==> config.mk <==
export PLATFORM = sky130hd
export DESIGN_NAME = bin_to_bcd_seq
export DESIGN_NICKNAME = d
export VERILOG_FILES = /design/src/rtl/definitions_pkg.sv /design/src/rtl/bin_to_bcd_seq_add3.sv /design/src/rtl/bin_to_bcd_seq.sv
export SDC_FILE = /design/constraint.sdc
export NUM_CORES = 1
export LEC_CHECK = 0
export CORE_MARGIN = 2
export CORE_UTILIZATION = 45
export CTS_CLUSTER_SIZE = 14
export DETAILED_ROUTE_END_ITERATION = 12
export PLACE_DENSITY = 0.75
export SYNTH_ARGS = -nofsm -noshare
export SYNTH_HDL_FRONTEND = slang
export SYNTH_SLANG_ARGS = --single-unit
export TNS_END_PERCENT = 10
==> constraint.sdc <==
create_clock -name i_clk -period 1.8 [get_ports i_clk]
set_input_delay 0.18 -clock i_clk [delete_from_list [all_inputs] [get_ports i_clk]]
set_output_delay 0.18 -clock i_clk [all_outputs]
set_load 0.05 [all_outputs]
==> src/rtl/definitions_pkg.sv <==
// Shared types for the signed-number display path: magnitudes, seven-segment
// glyph codes, BCD digits and the binary-to-BCD converter state encoding.
package definitions_pkg;

    typedef logic signed [15:0] int16_t;

    // Glyph codes understood by the seven-segment decoder; TEN renders the minus sign.
    typedef enum logic [3:0] {
        ZERO  = 4'd0,
        ONE   = 4'd1,
        TWO   = 4'd2,
        THREE = 4'd3,
        FOUR  = 4'd4,
        FIVE  = 4'd5,
        SIX   = 4'd6,
        SEVEN = 4'd7,
        EIGHT = 4'd8,
        NINE  = 4'd9,
        TEN   = 4'd10,
        OFF   = 4'd15
    } segment_e;

    typedef logic [3:0] bcd_digit_t;

    localparam int BCD_DIGITS = 5;

    typedef enum logic [1:0] {
        IDLE  = 2'd0,
        SHIFT = 2'd1,
        DONE  = 2'd2
    } bcd_state_e;

endpackage

==> src/rtl/bin_to_bcd_seq_add3.sv <==
// Double-dabble digit correction: a BCD digit of 5 or more gets +3 so the
// following left shift carries correctly into the next decimal digit.
module bcd_add3
    import definitions_pkg::*;
(
    input  bcd_digit_t digit_i,
    output bcd_digit_t digit_o
);

    always_comb begin
        digit_o = (digit_i >= 4'd5) ? digit_i + 4'd3 : digit_i;
    end

endmodule

==> src/rtl/bin_to_bcd_seq.sv <==
// Iterative binary-to-BCD converter (shift-add-3) with start/busy/done framing;
// the result and its sign glyph are held until the next conversion completes.
module bin_to_bcd_seq
    import definitions_pkg::*;
#(
    parameter int DATA_W = 16,
    parameter int DIGITS = BCD_DIGITS
) (
    input  logic                i_clk,
    input  logic                i_rst,
    input  logic                i_start,
    input  logic [DATA_W-1:0]   i_data,
    input  segment_e            i_sign,
    output logic                o_busy,
    output logic                o_done,
    output logic [DIGITS*4-1:0] o_bcd,
    output segment_e            o_sign,
    output bcd_state_e          o_state
);

    localparam int BCD_W = DIGITS * 4;
    localparam int CNT_W = $clog2(DATA_W + 1);

    bcd_state_e          state_q, state_d;
    logic [DATA_W-1:0]   shift_q, shift_d;
    logic [BCD_W-1:0]    scratch_q, scratch_d;
    logic [CNT_W-1:0]    cnt_q, cnt_d;
    segment_e            sign_q, sign_d;
    logic [BCD_W-1:0]    bcd_q, bcd_d;
    segment_e            osign_q, osign_d;
    logic [BCD_W-1:0]    corr;
    logic [BCD_W+DATA_W-1:0] shifted;

    for (genvar g = 0; g < DIGITS; g++) begin : g_add3
        bcd_add3 u_add3 (
            .digit_i (scratch_q[g*4 +: 4]),
            .digit_o (corr[g*4 +: 4])
        );
    end

    assign shifted = {corr, shift_q} << 1;

    always_comb begin
        state_d   = state_q;
        shift_d   = shift_q;
        scratch_d = scratch_q;
        cnt_d     = cnt_q;
        sign_d    = sign_q;
        bcd_d     = bcd_q;
        osign_d   = osign_q;
        case (state_q)
            IDLE: begin
                if (i_start) begin
                    shift_d   = i_data;
                    sign_d    = i_sign;
                    scratch_d = '0;
                    cnt_d     = CNT_W'(DATA_W);
                    state_d   = SHIFT;
                end
            end
            SHIFT: begin
                scratch_d = shifted[BCD_W+DATA_W-1:DATA_W];
                shift_d   = shifted[DATA_W-1:0];
                cnt_d     = cnt_q - CNT_W'(1);
                // Results are loaded with the final shift so they appear together with o_done.
                if (cnt_q == CNT_W'(1)) begin
                    bcd_d   = shifted[BCD_W+DATA_W-1:DATA_W];
                    osign_d = sign_q;
                    state_d = DONE;
                end
            end
            DONE:    state_d = IDLE;
            default: state_d = IDLE;
        endcase
    end

    always_ff @(posedge i_clk) begin
        if (i_rst) begin
            state_q   <= IDLE;
            shift_q   <= '0;
            scratch_q <= '0;
            cnt_q     <= '0;
            sign_q    <= OFF;
            bcd_q     <= '0;
            osign_q   <= OFF;
        end else begin
            state_q   <= state_d;
            shift_q   <= shift_d;
            scratch_q <= scratch_d;
            cnt_q     <= cnt_d;
            sign_q    <= sign_d;
            bcd_q     <= bcd_d;
            osign_q   <= osign_d;
        end
    end

    assign o_busy  = (state_q == SHIFT) || (state_q == DONE);
    assign o_done  = (state_q == DONE);
    assign o_bcd   = bcd_q;
    assign o_sign  = osign_q;
    assign o_state = state_q;

endmodule

==> out/results.ini <==
[critical_path]
cp_data_required_time_ns=1.62
r2r_end=o_bcd[7]
startpoint_type=flip-flop
cp.arrival_ns=1.55
cp_max_fo=2
crit_type=reg2out
cp-end-kind=output port
r2r_slack_ns=0.11
timing.rr.start=cnt_q[0]
worst-r2r-cell-count=6

[global_route]
grt_pass1_wl_um=13000
grt_start_max_net_pins=29
grt_remaining_overflow=0
grt_pass1_vias=2722
track_usage_pct=19.4
grt_antenna_before_repair=0

[cells_and_area]
diodes=0
syn2layout_area_growth_pct=25.3
finalInstanceArea_mm2=0.00422
drive_above_1_share_pct=16.7
finalCoreUtilization_pct=58.2
layout.nets=458

[timing]
final-hold-violation-count=0
rsz0062_at_grt=true
finClkSkew_ns=0.00874
slew_viol_final=0
worst_pin_slew_ns=0.551
fmax_mhz=576
finalCritPeriodShare_pct=96.4
setup_viol=0
fin_crit_ns=1.73
relSlewSlack_pct=63.2

[synthesis]
async_reset_ff_share_pct=0
synthTopCellsByCount=dfxtp_1 (71), nand2_1 (28), nor2_1 (28)
syn_area_mm2=0.00337
synth_edf_count=0
syn_inst=363
syn_area_per_cell_um2=9.28
synth.top_cell.area_share_pct=42.2
ys_seq_area_share_pct=42.2
syn-num-nets=401
synth.most_common_cell=dfxtp_1
ys_ff_latch=71
yosysUniqueCellTypes=47
yosysWarnings=0
synth_flop_cell=dfxtp_1
synth_largest_area_cell=dfxtp_1
yosys-top-cells-area=dfxtp_1 (42%), ha_1 (5.6%), mux2i_1 (5.3%)

[cts]
clockBufferDepth=2
cts_buffers=9
clock_latency_ns=0.34
cts_root_buffer=clkbuf_8
cts_tree=built
post_cts_buffers=0
clock-sinks=71
htreeDepth=3
clkTransAtPathRegs_ns=0.07

[routing]
vias_per_cell=5.47
wl_per_cell_um=14.6
num_vias=2862
firstDrtPassIters=4
routed_wl_um=7640
detail-route-antenna-nets=0
route.detailed.drc=0
drtIter0Drc=107

[floorplanning]
io_pins=51
coreArea_mm2=0.00725
rows=31
dieArea_mm2=0.00819
die_x_um=90.5
initial_core_util_pct=46.4
die_y_um=90.5

[min_path]
hp-start=o_bcd[0]
hp-class=reg2reg
holdPathEnd=o_bcd[0]
whs_path_depth=2

[flow_run]
cap_violations=0

[placement]
placed_area_mm2=0.00403
dpl.hpwl_um=5340
place_congestion=0.823
io_buffers=50

[power]
ir_worst_vdd_mv=0.453
powerDensity_mw_per_mm2=803
power.leakage_uw=0.00164

[run_status]
status=finished, final reports clean

-- sequential cells by signal, summed over array words and instances, names as in the netlist --
register and count:
o_bcd 20, o_state 2, o_sign 4, sign_q 4
scratch_q 20, shift_q 16, cnt_q 5
-- stage by stage --
step / TNS [ns] / worst slack [ns] / instances / hold slack [ns] / total power (µW)
2_1_floorplan: 0 / 0.00517 / 363 / 0.336 / 2120
3_3_place_gp: 0 / 0.00414 / 508 / 0.454 / 2290
3_5_place_dp: -0.631 / -0.0660 / 508 / 0.456 / 2310
4_1_cts: 0 / 0.00751 / 523 / 0.452 / 3410
5_1_grt: -0.0302 / -0.0137 / 523 / 0.474 / 3550
6_report: 0 / 0.0650 / 523 / 0.462 / 3390
-- repair_timing --
action | 4_1_cts | 5_1_grt
gates resized for setup | 1 | 6
setup endpoints to repair | 14 | 23
hold buffers | 0 | 0
-- placed cells by master, fill, tap and decap left out, types with 2 or more instances in the layout --
master / instances
nor2_1: 27
nor3b_1: 4
a311oi_1: 4
nand2_1: 27
clkdlybuf4s50_1: 48
o21ai_0: 6
a31o_2: 14
o221ai_1: 3
and3_1: 10
clkinv_2: 3
or3b_2: 4
clkbuf_8: 10
mux2_2: 3
a21oi_1: 18
xnor2_1: 5
buf_4: 19
o22ai_1: 4
inv_1: 18
or3_1: 2
o2bb2ai_1: 4
a211oi_2: 4
ha_1: 15
buf_6: 2
o31ai_1: 4
a22o_1: 10
nand2b_1: 9
buf_12: 2
nor2_2: 2
a211oi_1: 14
dfxtp_1: 69
nand3_1: 16
a31oi_1: 2
nor3_1: 5
mux2i_1: 18
-- worst max-delay path by stage --
stage	start	endpoint	cells past startpoint
detailed placement	o_state[0]	scratch_q[9]	6
floorplan	o_state[1]	scratch_q[11]	9
finish	o_state[1]	o_state[1]	2
global placement	o_state[0]	scratch_q[14]	6
CTS	o_state[1]	o_bcd[7]	7
global route	o_state[0]	scratch_q[17]	6
-- critical path, cell delays in order (launching register included) --
cell	delay, ns
dfxtp_2	0.33
buf_4	0.10
clkdlybuf4s50_1	0.79
-- power by group --
part	internal (µW)	leakage, µW	switching, µW
Clock	524	0.0000893	574
Sequential	1650	0.000579	55.1
Combinational	263	0.000971	323
Total	2430	0.00164	953
-- cells by family after synthesis --
group	count (synthesis)	share of synthesized area, %
adder cells (fa/ha/maj)	15	5.57
buffers and inverters	43	6.24
AO/OA/AOI/OAI	96	21.8
XOR/XNOR	5	1.30
AND/OR/NAND/NOR	112	16.6
multiplexers	21	6.35
flip-flops	71	42.2
-- layout make-up --
class	instances	area [µm²]
Tap cell	99	124
Inverter	18	67.6
Multi-Input combinational cell	249	1750
Clock inverter	4	21.3
Sequential cell	71	1430
Clock buffer	11	141
Timing Repair Buffer	71	686
Fill cell	635	3030
-- metal layers --
layer	vias up	GRT usage [%]	part of all wire [%]
li1	1433	-	-
met5	-	0	0
met4	0	5.00	0.72
met2	72	31.7	46
met1	1352	25.0	48
met3	5	5.84	4.7
No activity file was read; power rests on OpenSTA's default activity.
